[config.mk]
export PLATFORM = sky130hd
export DESIGN_NAME = widget_input_conditioner_flat
export DESIGN_NICKNAME = d
export VERILOG_FILES = /design/src/rtl/widget_input_conditioner_if.sv /design/src/rtl/widget_input_conditioner.sv /design/src/flat_wrapper.sv
export SDC_FILE = /design/constraint.sdc
export NUM_CORES = 1
export LEC_CHECK = 0
export ABC_AREA = 1
export CAP_MARGIN = 10
export CORE_AREA = 4 4 137 139
export CTS_CLUSTER_SIZE = 25
export DETAILED_ROUTE_END_ITERATION = 7
export DIE_AREA = 0 0 141 143
export RECOVER_POWER = 25
export SYNTH_ARGS = -nofsm -noshare
export SYNTH_HDL_FRONTEND = slang
export SYNTH_SLANG_ARGS = --single-unit
[constraint.sdc]
create_clock -name clk -period 2.8 [get_ports clk]
set_clock_uncertainty 0.05 [all_clocks]
set_input_delay 0.42 -clock clk [delete_from_list [all_inputs] [get_ports clk]]
set_output_delay 0.42 -clock clk [all_outputs]
set_load 0.01 [all_outputs]
[src/rtl/widget_input_conditioner_if.sv]
// Switch-side bundle between the raw player inputs and the PIA input pins.
// The master drives the raw switches, the E strobe and the bank select; the slave returns the PIA port values.
interface widget_input_conditioner_if;
    logic        en_e;
    logic [15:0] p1_sw_n;
    logic [15:0] p2_sw_n;
    logic        sel;
    logic [7:0]  pa_i;
    logic [7:0]  pb_i;
    logic        chg_o;

    modport master (output en_e, p1_sw_n, p2_sw_n, sel, input pa_i, pb_i, chg_o);
    modport slave  (input en_e, p1_sw_n, p2_sw_n, sel, output pa_i, pb_i, chg_o);
endinterface

[src/rtl/widget_input_conditioner.sv]
// Synchronises and debounces two banks of active-low player switches, selects one bank for the
// PIA ports, and stretches a change strobe so the PIA's E-rate edge detector catches it.
module widget_debounce_bit #(
    parameter int DEBOUNCE_TICKS = 4,
    parameter int CW = 2
) (
    input  logic clk,
    input  logic rst,
    input  logic tick,
    input  logic raw_n,
    output logic stable
);
    logic [1:0]    sync;
    logic [CW-1:0] cnt;
    logic          s;

    assign s = ~sync[1];

    always_ff @(posedge clk) begin
        if (rst) begin
            sync   <= 2'b11;
            stable <= 1'b0;
            cnt    <= '0;
        end else begin
            sync <= {sync[0], raw_n};
            // Any agreeing cycle wipes the run, so only an unbroken disagreement commits.
            if (s == stable) begin
                cnt <= '0;
            end else if (tick) begin
                if (cnt == CW'(DEBOUNCE_TICKS - 1)) begin
                    stable <= s;
                    cnt    <= '0;
                end else begin
                    cnt <= cnt + 1'b1;
                end
            end
        end
    end
endmodule

module widget_input_conditioner #(
    parameter int TICK_DIV       = 1000,
    parameter int DEBOUNCE_TICKS = 4,
    parameter int CHG_HOLD_E     = 2
) (
    input logic                        clk,
    input logic                        rst,
    widget_input_conditioner_if.slave  bus
);
    localparam int NUM_LANES = 32;
    localparam int PW = $clog2(TICK_DIV);
    localparam int CW = (DEBOUNCE_TICKS > 1) ? $clog2(DEBOUNCE_TICKS) : 1;
    localparam int HW = $clog2(CHG_HOLD_E + 1);

    logic [PW-1:0]          presc;
    logic                   tick;
    logic [NUM_LANES-1:0]   raw_n;
    logic [NUM_LANES-1:0]   stable;
    logic [15:0]            out_q;
    logic [15:0]            out_prev;
    logic                   sel_d1;
    logic                   sel_d2;
    logic                   chg_evt;
    logic                   chg_q;
    logic [HW-1:0]          hold;

    assign tick  = (presc == PW'(TICK_DIV - 1));
    assign raw_n = {bus.p2_sw_n, bus.p1_sw_n};

    always_ff @(posedge clk) begin
        if (rst) presc <= '0;
        else     presc <= tick ? '0 : presc + 1'b1;
    end

    // Both banks always debounce, so a bank switch exposes already-settled values.
    for (genvar i = 0; i < NUM_LANES; i++) begin : g_lane
        widget_debounce_bit #(
            .DEBOUNCE_TICKS(DEBOUNCE_TICKS),
            .CW(CW)
        ) u_db (
            .clk(clk),
            .rst(rst),
            .tick(tick),
            .raw_n(raw_n[i]),
            .stable(stable[i])
        );
    end

    always_ff @(posedge clk) begin
        if (rst) begin
            out_q    <= '0;
            out_prev <= '0;
            sel_d1   <= 1'b0;
            sel_d2   <= 1'b0;
        end else begin
            out_q    <= bus.sel ? stable[31:16] : stable[15:0];
            out_prev <= out_q;
            sel_d1   <= bus.sel;
            sel_d2   <= sel_d1;
        end
    end

    // A bank switch moves out_q one cycle after sel moves; masking both cycles keeps it silent.
    assign chg_evt = (out_q != out_prev) && (bus.sel == sel_d1) && (sel_d1 == sel_d2);

    always_ff @(posedge clk) begin
        if (rst) begin
            chg_q <= 1'b0;
            hold  <= '0;
        end else if (chg_evt) begin
            chg_q <= 1'b1;
            hold  <= HW'(CHG_HOLD_E);
        end else if (chg_q && bus.en_e) begin
            if (hold <= HW'(1)) begin
                hold  <= '0;
                chg_q <= 1'b0;
            end else begin
                hold <= hold - 1'b1;
            end
        end
    end

    assign bus.pa_i  = out_q[7:0];
    assign bus.pb_i  = out_q[15:8];
    assign bus.chg_o = chg_q;
endmodule

[src/flat_wrapper.sv]
// flat-port wrapper written by rule: the top's interface ports become plain ports
module widget_input_conditioner_flat 
#(
    parameter int TICK_DIV       = 1000,
    parameter int DEBOUNCE_TICKS = 4,
    parameter int CHG_HOLD_E     = 2
)
  (clk, rst, bus_en_e, bus_p1_sw_n, bus_p2_sw_n, bus_sel, bus_pa_i, bus_pb_i, bus_chg_o);
  widget_input_conditioner_if bus_i ();
  input logic clk;
  input logic rst;
  input wire logic [$bits(bus_i.en_e)-1:0] bus_en_e;
  input wire logic [$bits(bus_i.p1_sw_n)-1:0] bus_p1_sw_n;
  input wire logic [$bits(bus_i.p2_sw_n)-1:0] bus_p2_sw_n;
  input wire logic [$bits(bus_i.sel)-1:0] bus_sel;
  output wire logic [$bits(bus_i.pa_i)-1:0] bus_pa_i;
  output wire logic [$bits(bus_i.pb_i)-1:0] bus_pb_i;
  output wire logic [$bits(bus_i.chg_o)-1:0] bus_chg_o;
  assign bus_i.en_e = bus_en_e;
  assign bus_i.p1_sw_n = bus_p1_sw_n;
  assign bus_i.p2_sw_n = bus_p2_sw_n;
  assign bus_i.sel = bus_sel;
  assign bus_pa_i = bus_i.pa_i;
  assign bus_pb_i = bus_i.pb_i;
  assign bus_chg_o = bus_i.chg_o;
  widget_input_conditioner #(.TICK_DIV(TICK_DIV), .DEBOUNCE_TICKS(DEBOUNCE_TICKS), .CHG_HOLD_E(CHG_HOLD_E)) u_core (.clk(clk), .rst(rst), .bus(bus_i));
endmodule
==> impl_metrics.csv, run 1 <==
group,metric,value,unit
status,status,"complete, no violations",
grt,antenna_found_initial,0,
drt,firstDrtPassIters,4,
timing,rsz0062_at_grt,"false",
setup_path,worstPathCellList,"clkdlybuf4s50_1",
run,maxCapViolCount,0,
place,io_buffers,52,
setup_path,crit_cells,1,
setup_path,cpMaxStageDelayCell,"clkdlybuf4s50_1",
place,postPlaceCellArea,8690,um^2
synth,syn-cell-area,7970,um^2
power_and_ir_drop,intPower,4.90,mW
finish,final_cell_mix,"dfxtp_1 (207), nand2_1 (195), a21oi_1 (151), nor2_1 (95), inv_1 (94)",
grt,grt_pass1_vias,5293,
setup_path,arrival,1.50,ns
finish,design_area,9400,um^2
setup_path,worstReg2RegStart,"u_core.presc[0]$_SDFF_PP0_",
power_and_ir_drop,p_leak,3.54,nW
synth,ys_top_cells_by_area,"dfxtp_1 (52%), a21oi_1 (9.5%), nand2_1 (9.2%)",
timing,relSlewSlack,63.0,%
setup_path,worstPathRequired,2.33,ns
floorplanning,die_y,143,um
power_and_ir_drop,power.density,651,nW/um^2
worst_hold_path,hold_end,"u_core.g_lane[11].u_db.sync[1]$_SDFF_PP1_",
power_and_ir_drop,peakVddDrop,0.406,mV
power_and_ir_drop,share_seq_of_total_power,49.8,%
synth,synth_compound_area_share,14.3,%
drt,drc,0,
setup_path,path_delay_family,"buffers and inverters",
floorplanning,initial_core_util,45.2,%
finish,final_common_cell,"dfxtp_1",
synth,syn_inst,985,
synth,synth_cell_types,25,
place,place_congestion,0.788,
timing,finalMaxSlewViolations,0,
timing,hold_violations,0,
synth,synthSimpleGateAreaFrac,21.4,%
grt,grt_pass1_wl,24500,um
power_and_ir_drop,switching_share,20.0,%
floorplanning,die_w,141,um
timing,fin_crit_sh,70.4,%
place,dp_hpwl,9420,um
setup_path,reg2reg_slack,0.90,ns
worst_hold_path,hp-class,"reg -> reg",
finish,fin_util,53.2,%
finish,layout-area-overhead-vs-synth,17.9,%
finish,nets,1100,
worst_hold_path,hp-start,"u_core.g_lane[11].u_db.sync[0]$_SDFF_PP1_",
clocking,htreeDepth,1,
drt,route.vias.total,6016,
setup_path,critPathMaxFanout,3,
synth,synth.net_count,1054,
floorplanning,rows,49,
timing,period_minus_slack,1.97,ns
power_and_ir_drop,p_sw,1.23,mW
clocking,cts_tree,"yes",
drt,viasPerCell,4.73,
drt,post_drt_wl_per_cell,11.3,um
drt,drt_iter0_markers,284,
synth,ys_seq_area_share,52.0,%
grt,grt_usage,14.3,%
grt,grt_overflow,0,
clocking,clockBufferDepth,3,
floorplanning,coreArea,17700,um^2
setup_path,max_stage_delay,0.58,ns
clocking,root_buffer,"clkbuf_16",
setup_path,reg2regPathDepth,8,
setup_path,reg2reg_to,"u_core.g_lane[31].u_db.stable$_SDFFE_PP0P_",
drt,ant_nets,0,
synth,synth_adder_area_share,5.18,%
timing,setup_tns,0,ns
timing,tightest_slew,0.553,ns
finish,diodes,0,
setup_path,start_kind,"flop",
timing,setup_viol,0,
synth,synth_top_family_by_area,"simple AND/OR/NAND/NOR gates",
synth,syn_area_per_cell,8.10,um^2
setup_path,critPathBufInv,1,
finish,drive_above_1_share,11.1,%
worst_hold_path,min_path_cells,1,
clocking,clk_pin_slew_worst_paths,0.06,ns
clocking,postCtsSetupBuffers,0,
power_and_ir_drop,pwr-share-comb,3.9,%
clocking,clock_latency,0.49,ns
floorplanning,dieArea,20200,um^2
power_and_ir_drop,clockPowerShare,46.3,%
grt,grt_max_degree,127,
setup_path,cp-end-kind,"output port",
clocking,cts.sinks,207,
drt,wl,14400,um
clocking,cts_hold_buf,0,
synth,synth_top_area_cell,"dfxtp_1",
clocking,cts_resized,0,
synth,ys_warn_count,0,
synth,yosysTopAreaCellShare,52.0,%
synth,synthXorXnorAreaFrac,0.220,%
synth,ys_seq_elements,207,
synth,synthMuxAreaShare,0,%
timing,fmax,507,MHz
floorplanning,io_pins,53,
clocking,numCtsBuffers,22,
setup_path,path_class,"reg -> out",
[registers in the layout, indices dropped and copies added, names as in the netlist]
signal	flops
u_core.out_q	16
u_core.g_lane.u_db.sync	64
u_core.sel_d2	1
u_core.g_lane.u_db.stable	32
u_core.hold	2
u_core.bus.chg_o	1
u_core.out_prev	16
u_core.g_lane.u_db.cnt	64
u_core.sel_d1	1
u_core.presc	10
[worst max-delay path by stage]
stage,start,endpoint
floorplan,u_core.presc[0]$_SDFF_PP0_,u_core.g_lane[16].u_db.stable$_SDFFE_PP0P_
finish,u_core.out_q[14]$_SDFF_PP0_,bus_pb_i[6]
CTS,u_core.out_q[15]$_SDFF_PP0_,bus_pb_i[7]
detailed placement,bus_sel,u_core.out_q[8]$_SDFF_PP0_
global route,u_core.presc[0]$_SDFF_PP0_,u_core.g_lane[31].u_db.stable$_SDFFE_PP0P_
global placement,bus_sel,u_core.out_q[8]$_SDFF_PP0_
[synth_stat cells]
| cell | n |
|---|---|
| a211oi_1 | 1 |
| a21oi_1 | 151 |
| buf_1 | 2 |
| buf_2 | 9 |
| buf_4 | 6 |
| buf_6 | 2 |
| clkbuf_1 | 20 |
| dfxtp_1 | 207 |
| ha_1 | 33 |
| inv_1 | 94 |
| inv_2 | 1 |
| nand2_1 | 195 |
| nand3_1 | 12 |
| nand3_2 | 1 |
| nor2_1 | 95 |
| nor3_1 | 3 |
| nor3b_1 | 1 |
| nor3b_2 | 9 |
| nor4_1 | 1 |
| o21ai_0 | 73 |
| o21ai_1 | 1 |
| o21bai_1 | 1 |
| or2_2 | 65 |
| xnor2_1 | 1 |
| xor2_1 | 1 |
[through the flow]
step / power, mW / hold WS (ns) / worst slack, ns / cells
after floorplan: 3.24 / 0.339 / 1.34 / 985
after global placement: 3.35 / 0.341 / 0.897 / 1236
after detailed placement: 3.36 / 0.343 / 0.846 / 1236
after CTS: 6.23 / 0.346 / 0.811 / 1273
after global routing: 6.39 / 0.363 / 0.766 / 1273
final: 6.12 / 0.348 / 0.829 / 1273
[power groups by stage]
stage | clock [mW] | sequential (mW) | combinational (mW)
5_1_grt | 3.06 | 3.06 | 0.268
4_1_cts | 2.94 | 3.05 | 0.243
6_report | 2.84 | 3.05 | 0.236
2_1_floorplan | 0 | 3.11 | 0.135
3_3_place_gp | 0 | 3.11 | 0.239
3_5_place_dp | 0 | 3.11 | 0.242
[logic make-up (layout without fill, tap and decap cells)]
logic type	after synthesis	count (layout)
fa+ha+maj	33	33
xor+xnor	2	2
buf+inv	134	193
compound gates	227	227
simple gates	382	382
flops	207	207
[layout make-up]
class,instances,area (um^2)
fillers,1662,8260
multi-input cells,644,3280
clock inverters,5,77.6
clock buffers,32,639
flip-flops and latches,207,4140
well taps,229,287
inverters,95,357
repair buffers,61,619
[layer usage]
layer,global-route usage (%),up-vias,wire length [um]
li1,-,3253,-
met1,20.1,2672,7390
met2,22.9,69,6250
met3,2.55,22,531
met4,4.08,0,255
met5,0,-,0
Power figures use the tool's default switching activity.
==> run 2: changes to the inputs <==
clock period = 1.9 ns   (was 2.8 ns; I/O delays follow)
==> run 2 against run 1 <==
Net effect: via count fell by 0.91%; worst hold slack worse by 0.052 ns; sequential power is 47% higher; clock-buffer cell count grew 3; non-clock buffer count rose by 2; critical path type unchanged.
==> impl_metrics.csv, run 2 (synthesis gave the netlist of run 1 again) <==
group,metric,value,unit
floorplanning,dieArea,20200,um^2
timing,fmax,562,MHz
drt,post_drt_wl_per_cell,11.2,um
clocking,clk_pin_slew_worst_paths,0.06,ns
grt,grt_usage,14.4,%
timing,holdWs,0.296,ns
setup_path,arrival,1.44,ns
timing,tightest_slew,1.36,ns
clocking,cts_resized,0,
grt,grt_pass1_wl,24600,um
clocking,root_buffer,"clkbuf_16",
clocking,htreeDepth,1,
run,maxCapViolCount,0,
timing,finalMaxSlewViolations,0,
drt,route.vias.total,5961,
floorplanning,die_w,141,um
finish,diodes,0,
timing,rsz0062_at_grt,"false",
drt,firstDrtPassIters,5,
clocking,postCtsSetupBuffers,0,
worst_hold_path,hp-class,"in -> reg",
clocking,clockBufferDepth,3,
clocking,cts_hold_buf,0,
power_and_ir_drop,power.density,952,nW/um^2
setup_path,critPathMaxFanout,3,
finish,fillCellCount,1662,
setup_path,path_class,"reg -> out",
power_and_ir_drop,p_leak,3.58,nW
floorplanning,io_pins,53,
setup_path,critPathBufInv,1,
floorplanning,rows,49,
clocking,cts.sinks,207,
setup_path,max_stage_delay,0.56,ns
clocking,numCtsBuffers,22,
clocking,clock_latency,0.49,ns
grt,grt_max_degree,72,
finish,drive_above_1_share,11.4,%
drt,viasPerCell,4.67,
timing,hold_violations,0,
setup_path,cp-end-kind,"output port",
setup_path,reg2reg_slack,0.20,ns
place,dpl.cell_count,1238,
setup_path,path_delay_family,"buffers and inverters",
timing,setup_viol,0,
timing,period_minus_slack,1.78,ns
timing,fin_crit_sh,93.6,%
timing,relSlewSlack,9.31,%
power_and_ir_drop,peakVddDrop,0.554,mV
floorplanning,initial_core_util,45.2,%
drt,ant_nets,0,
clocking,cts_tree,"yes",
setup_path,cpMaxStageDelayCell,"clkdlybuf4s50_1",
grt,grt_overflow,0,
finish,layout-area-overhead-vs-synth,18.8,%
finish,seq_area,4140,um^2
floorplanning,die_y,143,um
finish,final_cells,1277,
place,io_buffers,52,
drt,wl,14300,um
grt,grt_pass1_vias,5289,
status,status,"complete, no violations",
place,place_congestion,0.739,
finish,multi_input_area,3280,um^2
finish,final_cell_mix,"dfxtp_1 (207), nand2_1 (195), a21oi_1 (151), nor2_1 (95), inv_1 (94)",
setup_path,worstPathCellList,"clkdlybuf4s50_1",
drt,drc,0,
place,dp_hpwl,9310,um
setup_path,worstPathRequired,1.56,ns
finish,nets,1102,
floorplanning,coreArea,17700,um^2
timing,setup_tns,0,ns
finish,final_common_cell,"dfxtp_1",
setup_path,start_kind,"flop",
finish,top_regs,"u_core.g_lane.u_db.cnt (64), u_core.g_lane.u_db.sync (64), u_core.g_lane.u_db.stable (32)",
grt,antenna_found_initial,0,
drt,drt_iter0_markers,330,
-- run 2: changes by cell type in the layout (fill, tap and decap cells not counted) --
| cell | previous run | this run |
|---|---|---|
| clkbuf_1 | 7 | 8 |
| dlygate4sd3_1 | 0 | 16 |
| clkbuf_8 | 3 | 6 |
| bufinv_16 | 2 | 1 |
| clkdlybuf4s50_1 | 51 | 35 |
| clkinvlp_4 | 1 | 0 |
| buf_12 | 3 | 7 |
| clkinv_2 | 2 | 3 |
| buf_4 | 6 | 3 |
-- run 2: worst paths after layout --
check | startpoint | endpoint | cells after the start
setup reg to reg | u_core.presc[0]$_SDFF_PP0_ | u_core.presc[9]$_SDFF_PP0_ | 8
hold reg to reg | u_core.g_lane[7].u_db.sync[0]$_SDFF_PP1_ | u_core.g_lane[7].u_db.sync[1]$_SDFF_PP1_ | 1
hold / removal | rst | u_core.out_prev[0]$_SDFF_PP0_ | 3
setup / recovery | u_core.out_q[15]$_SDFF_PP0_ | bus_pb_i[7] | 1
-- run 2: metrics by stage --
stage	cell area (um^2)	setup WS (ns)	utilization, %	power [mW]
detailed placement	8750	0.194	49.6	4.96
CTS	9480	0.0916	53.7	9.17
finish	9470	0.122	53.6	9.02
floorplan	7970	0.442	-	4.77
global route	9470	0.0234	53.6	9.44
global placement	8750	0.200	49.6	4.95
-- run 2: layer usage --
metal / track usage [%] / vias to the layer above / part of all wire, %
li1: - / 3249 / -
met1: 20.8 / 2589 / 51
met2: 22.4 / 100 / 43
met3: 2.65 / 23 / 4.9
met4: 3.77 / 0 / 1.7
met5: 0 / - / 0
-- run 2: area by class of cell --
type	instances	share of cell area (%)
clock inverter	4	0.476
sequential	207	43.8
timing repair buffer	63	7.19
multi-input combinational	644	34.6
inverter	95	3.76
tap	229	3.03
clock buffer	35	7.19
-- run 2: power breakdown --
group / switching [mW] / total (mW) / leakage, nW / internal, mW
logic: 0.172 / 0.358 / 1.53 / 0.186
registers: 0.0487 / 4.49 / 1.69 / 4.44
clock network: 1.59 / 4.17 / 0.360 / 2.58
total: 1.81 / 9.02 / 3.58 / 7.20
